### config.mk
export PLATFORM = sky130hd
export DESIGN_NAME = frame_mem_arbiter_flat
export DESIGN_NICKNAME = d
export VERILOG_FILES = /design/src/rtl/frame_mem_arbiter_if.sv /design/src/rtl/frame_mem_arbiter.sv /design/src/flat_wrapper.sv
export SDC_FILE = /design/constraint.sdc
export NUM_CORES = 1
export LEC_CHECK = 0
export ABC_CLOCK_PERIOD_IN_PS = 3600
export BUFFER_PORTS_ARGS = -buffer_cell sky130_fd_sc_hd__buf_2
export CAP_MARGIN = 10
export CORE_MARGIN = 5
export CORE_UTILIZATION = 57
export CTS_CLUSTER_SIZE = 8
export DETAILED_ROUTE_END_ITERATION = 7
export PLACE_DENSITY = 0.8
export SETUP_SLACK_MARGIN = 0.5
export SLEW_MARGIN = 25
export SYNTH_ARGS = -nofsm -noshare
export SYNTH_HDL_FRONTEND = slang
export SYNTH_SLANG_ARGS = --single-unit
### constraint.sdc
create_clock -name clock -period 3.6 [get_ports clock]
set_input_delay 0 -clock clock [delete_from_list [all_inputs] [get_ports clock]]
set_output_delay 0 -clock clock [all_outputs]
set_load 0.01 [all_outputs]
### src/rtl/frame_mem_arbiter_if.sv
// Bus bundle between the frame store arbiter and its neighbours.
//   VGA side     : frame_flag, vga_flag/hcount/vcount in; vga_pixel, done_vga out
//   Capture side : write_req/hcount/vcount/pixel in; write_ready out
//   ZBT side     : mem_addr, mem_we_b, mem_data_out, mem_data_drive out; mem_data_in in
// slave is the arbiter's view, master is the view of everything around it.
interface frame_mem_arbiter_if #(
  parameter int unsigned LOG_MEM  = 36,
  parameter int unsigned LOG_ADDR = 19
);
  logic                frame_flag;
  logic                vga_flag;
  logic [9:0]          vga_hcount;
  logic [9:0]          vga_vcount;
  logic [LOG_MEM-1:0]  vga_pixel;
  logic                done_vga;
  logic                write_req;
  logic [9:0]          write_hcount;
  logic [9:0]          write_vcount;
  logic [LOG_MEM-1:0]  write_pixel;
  logic                write_ready;
  logic [LOG_ADDR-1:0] mem_addr;
  logic                mem_we_b;
  logic [LOG_MEM-1:0]  mem_data_out;
  logic                mem_data_drive;
  logic [LOG_MEM-1:0]  mem_data_in;

  modport slave (
    input  frame_flag, vga_flag, vga_hcount, vga_vcount,
    input  write_req, write_hcount, write_vcount, write_pixel,
    input  mem_data_in,
    output vga_pixel, done_vga, write_ready,
    output mem_addr, mem_we_b, mem_data_out, mem_data_drive
  );

  modport master (
    output frame_flag, vga_flag, vga_hcount, vga_vcount,
    output write_req, write_hcount, write_vcount, write_pixel,
    output mem_data_in,
    input  vga_pixel, done_vga, write_ready,
    input  mem_addr, mem_we_b, mem_data_out, mem_data_drive
  );
endinterface

### src/rtl/frame_mem_arbiter.sv
// Owns the ZBT port: VGA pixel-pair reads at top priority, capture writes
// queued in a 2-entry FIFO and issued in free slots, double-buffered frame
// store with display/write buffers swapped by frame_flag.
// Ports: clock, reset (async, active low), bus (frame_mem_arbiter_if.slave).
module frame_mem_arbiter #(
  parameter int unsigned LOG_MEM        = 36,
  parameter int unsigned LOG_ADDR       = 19,
  parameter int unsigned WORDS_PER_LINE = 320,
  parameter int unsigned FRAME_WORDS    = 153600
) (
  input logic                clock,
  input logic                reset,
  frame_mem_arbiter_if.slave bus
);

  localparam int unsigned H_LIMIT = 2 * WORDS_PER_LINE;
  localparam int unsigned V_LIMIT = FRAME_WORDS / WORDS_PER_LINE;

  typedef struct packed {
    logic [LOG_ADDR-1:0] addr;
    logic [LOG_MEM-1:0]  data;
  } wr_entry_t;

  logic                display_sel;
  wr_entry_t           fifo_q [2];
  logic                wr_ptr;
  logic                rd_ptr;
  logic [1:0]          count;
  // Read tracking: bit 0 is the issue stage, bit 3 the cycle before return.
  logic [3:0]          rd_v;
  logic [3:0]          rd_ok;
  logic                iss_wr;
  logic [LOG_ADDR-1:0] iss_addr;
  logic [LOG_MEM-1:0]  iss_data;
  logic                wd_v1;
  logic                wd_v2;
  logic [LOG_MEM-1:0]  wd1;
  logic [LOG_MEM-1:0]  wd2;

  logic                rd_ok_c;
  logic                wr_ok_c;
  logic                push_c;
  logic                pop_c;
  logic [1:0]          count_next_c;
  logic [LOG_ADDR-1:0] rd_addr_c;
  logic [LOG_ADDR-1:0] wr_addr_c;

  // base + line*320 + column/2; line*320 built as (line<<8)+(line<<6).
  function automatic logic [LOG_ADDR-1:0] word_addr(input logic       sel,
                                                     input logic [8:0] col,
                                                     input logic [9:0] line);
    logic [LOG_ADDR-1:0] base;
    base = sel ? LOG_ADDR'(FRAME_WORDS) : '0;
    return base + (LOG_ADDR'(line) << 8) + (LOG_ADDR'(line) << 6) + LOG_ADDR'(col);
  endfunction

  function automatic logic in_range(input logic [9:0] col, input logic [9:0] line);
    return (32'(col) < H_LIMIT) && (32'(line) < V_LIMIT);
  endfunction

  // Request decode and FIFO occupancy; a VGA request claims the slot.
  always_comb begin
    rd_ok_c      = in_range(bus.vga_hcount, bus.vga_vcount);
    wr_ok_c      = in_range(bus.write_hcount, bus.write_vcount);
    rd_addr_c    = word_addr(display_sel, bus.vga_hcount[9:1], bus.vga_vcount);
    wr_addr_c    = word_addr(~display_sel, bus.write_hcount[9:1], bus.write_vcount);
    push_c       = bus.write_req & bus.write_ready & wr_ok_c;
    pop_c        = ~bus.vga_flag & (count != 2'd0);
    count_next_c = count + 2'(push_c) - 2'(pop_c);
  end

  // Buffer select, write FIFO and slot issue stage.
  always_ff @(posedge clock or negedge reset) begin
    if (!reset) begin
      display_sel     <= 1'b0;
      fifo_q[0]       <= '0;
      fifo_q[1]       <= '0;
      wr_ptr          <= 1'b0;
      rd_ptr          <= 1'b0;
      count           <= 2'd0;
      bus.write_ready <= 1'b0;
      rd_v            <= '0;
      rd_ok           <= '0;
      iss_wr          <= 1'b0;
      iss_addr        <= '0;
      iss_data        <= '0;
    end else begin
      if (bus.frame_flag) display_sel <= ~display_sel;
      if (push_c) begin
        fifo_q[wr_ptr] <= '{addr: wr_addr_c, data: bus.write_pixel};
        wr_ptr         <= ~wr_ptr;
      end
      if (pop_c) rd_ptr <= ~rd_ptr;
      count           <= count_next_c;
      bus.write_ready <= (count_next_c < 2'd2);
      rd_v            <= {rd_v[2:0], bus.vga_flag};
      rd_ok           <= {rd_ok[2:0], bus.vga_flag & rd_ok_c};
      if (bus.vga_flag) begin
        iss_wr   <= 1'b0;
        iss_addr <= rd_addr_c;
      end else if (pop_c) begin
        iss_wr   <= 1'b1;
        iss_addr <= fifo_q[rd_ptr].addr;
        iss_data <= fifo_q[rd_ptr].data;
      end else begin
        iss_wr <= 1'b0;
      end
    end
  end

  // ZBT command/data stage and VGA return stage.
  always_ff @(posedge clock or negedge reset) begin
    if (!reset) begin
      bus.mem_addr       <= '0;
      bus.mem_we_b       <= 1'b1;
      bus.mem_data_out   <= '0;
      bus.mem_data_drive <= 1'b0;
      bus.vga_pixel      <= '0;
      bus.done_vga       <= 1'b0;
      wd_v1              <= 1'b0;
      wd_v2              <= 1'b0;
      wd1                <= '0;
      wd2                <= '0;
    end else begin
      if (rd_v[0] && rd_ok[0]) begin
        bus.mem_addr <= iss_addr;
        bus.mem_we_b <= 1'b1;
      end else if (iss_wr) begin
        bus.mem_addr <= iss_addr;
        bus.mem_we_b <= 1'b0;
      end else begin
        bus.mem_we_b <= 1'b1;
      end
      // Write data trails its address cycle by two clocks.
      wd_v1              <= iss_wr;
      wd1                <= iss_data;
      wd_v2              <= wd_v1;
      wd2                <= wd1;
      bus.mem_data_drive <= wd_v2;
      if (wd_v2) bus.mem_data_out <= wd2;
      bus.done_vga <= rd_v[3];
      if (rd_v[3]) bus.vga_pixel <= rd_ok[3] ? bus.mem_data_in : '0;
    end
  end

endmodule

### src/flat_wrapper.sv
// flat-port wrapper written by rule: the top's interface ports become plain ports
module frame_mem_arbiter_flat 
#(
  parameter int unsigned LOG_MEM        = 36,
  parameter int unsigned LOG_ADDR       = 19,
  parameter int unsigned WORDS_PER_LINE = 320,
  parameter int unsigned FRAME_WORDS    = 153600
)
  (clock, reset, bus_frame_flag, bus_vga_flag, bus_vga_hcount, bus_vga_vcount, bus_write_req, bus_write_hcount, bus_write_vcount, bus_write_pixel, bus_mem_data_in, bus_vga_pixel, bus_done_vga, bus_write_ready, bus_mem_addr, bus_mem_we_b, bus_mem_data_out, bus_mem_data_drive);
  frame_mem_arbiter_if #(.LOG_MEM(LOG_MEM), .LOG_ADDR(LOG_ADDR)) bus_i ();
  input logic clock;
  input logic reset;
  input wire logic [$bits(bus_i.frame_flag)-1:0] bus_frame_flag;
  input wire logic [$bits(bus_i.vga_flag)-1:0] bus_vga_flag;
  input wire logic [$bits(bus_i.vga_hcount)-1:0] bus_vga_hcount;
  input wire logic [$bits(bus_i.vga_vcount)-1:0] bus_vga_vcount;
  input wire logic [$bits(bus_i.write_req)-1:0] bus_write_req;
  input wire logic [$bits(bus_i.write_hcount)-1:0] bus_write_hcount;
  input wire logic [$bits(bus_i.write_vcount)-1:0] bus_write_vcount;
  input wire logic [$bits(bus_i.write_pixel)-1:0] bus_write_pixel;
  input wire logic [$bits(bus_i.mem_data_in)-1:0] bus_mem_data_in;
  output wire logic [$bits(bus_i.vga_pixel)-1:0] bus_vga_pixel;
  output wire logic [$bits(bus_i.done_vga)-1:0] bus_done_vga;
  output wire logic [$bits(bus_i.write_ready)-1:0] bus_write_ready;
  output wire logic [$bits(bus_i.mem_addr)-1:0] bus_mem_addr;
  output wire logic [$bits(bus_i.mem_we_b)-1:0] bus_mem_we_b;
  output wire logic [$bits(bus_i.mem_data_out)-1:0] bus_mem_data_out;
  output wire logic [$bits(bus_i.mem_data_drive)-1:0] bus_mem_data_drive;
  assign bus_i.frame_flag = bus_frame_flag;
  assign bus_i.vga_flag = bus_vga_flag;
  assign bus_i.vga_hcount = bus_vga_hcount;
  assign bus_i.vga_vcount = bus_vga_vcount;
  assign bus_i.write_req = bus_write_req;
  assign bus_i.write_hcount = bus_write_hcount;
  assign bus_i.write_vcount = bus_write_vcount;
  assign bus_i.write_pixel = bus_write_pixel;
  assign bus_i.mem_data_in = bus_mem_data_in;
  assign bus_vga_pixel = bus_i.vga_pixel;
  assign bus_done_vga = bus_i.done_vga;
  assign bus_write_ready = bus_i.write_ready;
  assign bus_mem_addr = bus_i.mem_addr;
  assign bus_mem_we_b = bus_i.mem_we_b;
  assign bus_mem_data_out = bus_i.mem_data_out;
  assign bus_mem_data_drive = bus_i.mem_data_drive;
  frame_mem_arbiter #(.LOG_MEM(LOG_MEM), .LOG_ADDR(LOG_ADDR), .WORDS_PER_LINE(WORDS_PER_LINE), .FRAME_WORDS(FRAME_WORDS)) u_core (.clock(clock), .reset(reset), .bus(bus_i));
endmodule
==> impl_metrics.toml <==
[status]
outcome = "completed"

[die]
io_pins = 212
initial_core_util_pct = 57.7
row_count = 57
die_w_microns = 167
core_area_sq_um = 24300
die_y_microns = 167
dieArea_sq_um = 27900

[synth]
synth.distinct_cells = 49
async_flop_share_pct = 100
synthesis.nets = 1343
ys.flop_type = "dfrtp_1"
avgSynthCellArea_sq_um = 11.9
ys_seq_area_share_pct = 62.0
yosysWarnings = 0
ys_ff_latch = 348
syn_inst = 1180
syn-cell-area_sq_um = 14000
synth_edf_count = 0

[power]
p_leak_nw = 8.87
switchingPower_mw = 4.47
pwr-share-clk_pct = 28.5
power_frac_comb_pct = 26.3
power_frac_seq_pct = 45.2
ir_drop_mv = 0.508
power_density_nw_per_um2 = 799
swShare_pct = 31.4
p_int_mw = 9.77

[timing]
worstMarginPinSlew_ps = 941
rsz0062_at_grt = "false"
clock.fmax_mhz = 337
period_minus_slack_ps = 2970
slew_viol_final = 0
fin_ws_ps = 631
hold_viol_final = 0
fin_tns_setup_ps = 0
slew_headroom_pct = 37.3
setup_viol = 0
finalCritPeriodShare_pct = 82.5
fin_worst_skew_ps = 13.3

[clocking]
cts_max_level = 2
cts_root_buf = "clkbuf_16"
cts_buffers = 49
clock-sinks = 348
clock_latency_ps = 540
cts.path.max_buffers = 3
cts.clk_slew.worst_paths_ps = 50
cts_tree = "yes"

[place]
gp_congestion = 0.850
hpwl_mm = 19.1
port_buffers = 209
dp.cells = 1668
dpl_worst_slack_ps = 660

[setup_path]
path_class = "flop to flop"
critPathCaptureType = "flop"
arrival_ps = 3390
path_max_fanout = 5
critPathRequiredTime_ps = 4020
start_kind = "flop"

[route]
wl_per_cell_microns = 17.8
drc_errors = 0
wl_met1_mm = 13.1
drtIter0Drc = 623
wl_met2_mm = 17.1
routed_wl_mm = 32.8
top_layer = "met4"
avgViaCountPerCell = 5.39
routed-via-count = 9923
ant_nets = 0
dr.pass1.iters = 6
dr_wl_met3_mm = 1.59

[flow_run]
drv_cap = 0

[global_routing]
grt_pass1_vias = 10900
grt_pass1_wl_mm = 54.6
grtUsageTotal_pct = 23.7
grt_max_degree = 126
antenna_found_initial = 3
grt_overflow = 0

[finish]
nets = 1661
final_common_cell = "dfrtp_1"
final_cell_mix = "343 x dfrtp_1, 219 x nand2_1, 208 x buf_2, 110 x mux2_2, 103 x dlygate4sd3_1"
n_fill_cell = 1531
syn_to_final_growth_pct = 26.9
drive_gt1_share_pct = 26.2
final_cells = 1840

[worst_hold_path]
hp-class = "primary input to flop"
per-layer routing:
| layer | vias to the layer above | track usage (%) |
|---|---|---|
| li1 | 4624 | - |
| met1 | 4936 | 29.6 |
| met2 | 282 | 41.6 |
| met3 | 81 | 4.48 |
| met4 | 0 | 8.43 |
| met5 | - | 0 |
sequential cells by signal, indices dropped and copies added (netlist names), 2 cells and up:
register                 cells
u_core.rd_v                  4
u_core.bus.mem_data_out     36
u_core.rd_ok                 4
u_core.iss_data             36
u_core.bus.mem_addr         19
u_core.wd1                  36
u_core.count                 2
u_core.fifo_q              110
u_core.iss_addr             19
u_core.bus.vga_pixel        36
u_core.wd2                  36
path summary, 6_finish.rpt:
path                       depth (start not counted)                       end               start  slack [ps]
max                                                8         u_core.fifo_q[51]  u_core.display_sel         630
min                                                5        u_core.iss_addr[7]   bus_vga_vcount[1]          20
max reg2reg                                        8         u_core.fifo_q[51]  u_core.display_sel         630
min reg2reg                                        0             u_core.wd2[5]       u_core.wd1[5]         340
max in group asynchronous                          3  u_core.bus.vga_pixel[22]               reset        2370
min in group asynchronous                          2             u_core.wd2[5]               reset         170
timing repair:
item	CTS	global route
endpoints found under the hold margin	260	0
endpoints found under the setup margin	0	2
hold buffers	103	0
buffers inserted	0	0
gates resized for setup	0	1
stage by stage:
stage                     utilization [%]  area, sq um  power, mW  hold WS (ps)
after floorplan                         -        14000       8.75          -296
after global placement               63.4        15400       9.79           166
after detailed placement             63.4        15400       10.1           175
after CTS                            73.2        17800       14.3          11.9
after global routing                 73.3        17800       15.1          32.3
final                                73.3        17800       14.2          19.1
synthesized netlist by cell type (2+ instances only):
cell	instances	share of area [%]
buf_2	13	0.46
dfrtp_1	347	62
o21ai_0	95	3.4
mux2_2	110	8.8
and3b_1	2	0.12
or4_1	2	0.11
clkbuf_1	40	1.1
ha_1	36	3.2
inv_1	68	1.8
nor3_1	6	0.21
o211ai_1	7	0.37
fa_1	10	1.4
o21bai_1	2	0.11
nand4_1	8	0.36
o21a_1	4	0.21
xnor2_1	10	0.62
a211oi_1	5	0.27
buf_1	3	0.080
nand3_1	44	1.6
a21oi_1	28	1.0
mux2i_1	56	4.0
nand2_1	220	5.9
o311ai_0	5	0.31
and2_1	2	0.089
nor2_1	23	0.61
o31ai_1	5	0.27
a21o_1	3	0.16
xor2_1	5	0.31
power groups by stage:
stage	registers (mW)	clock network, mW	logic [mW]
floorplan	6.19	0	2.56
global placement	6.34	0	3.45
detailed placement	6.46	0	3.60
CTS	6.42	4.11	3.74
global route	6.62	4.32	4.20
finish	6.43	4.06	3.75
critical path, stage by stage (launching register included):
cell      delay, ps
dfrtp_1         480
inv_1           320
fa_1            480
ha_1            370
a21o_1          230
a221oi_2        360
o21ai_0         170
xor2_1          180
mux2_2          270
kinds of logic (layout without fill, tap and decap cells):
| group | Yosys count | count (layout) | synth area share, % |
|---|---|---|---|
| other | 0 | 3 | 0 |
| flip-flops | 348 | 348 | 62.0 |
| multiplexers | 166 | 166 | 12.8 |
| XOR/XNOR | 15 | 15 | 0.935 |
| buffers and inverters | 125 | 458 | 3.46 |
| AND/OR/NAND/NOR | 315 | 315 | 9.38 |
| adder cells (fa/ha/maj) | 46 | 46 | 4.63 |
| AO/OA/AOI/OAI | 165 | 165 | 6.76 |
final cells by class:
cell class              instances  area (sq um)  share of cell area, %
diodes                          3          7.51                 0.0421
multi-input cells             707          4880                   27.4
inverters                      69           259                   1.45
clock inverters                 3          66.3                  0.372
clock buffers                  63          1290                   7.23
well taps                     324           405                   2.27
flip-flops and latches        348          8720                   48.9
repair buffers                323          2190                   12.3
Note: power is estimated with default switching activity, not from simulation.
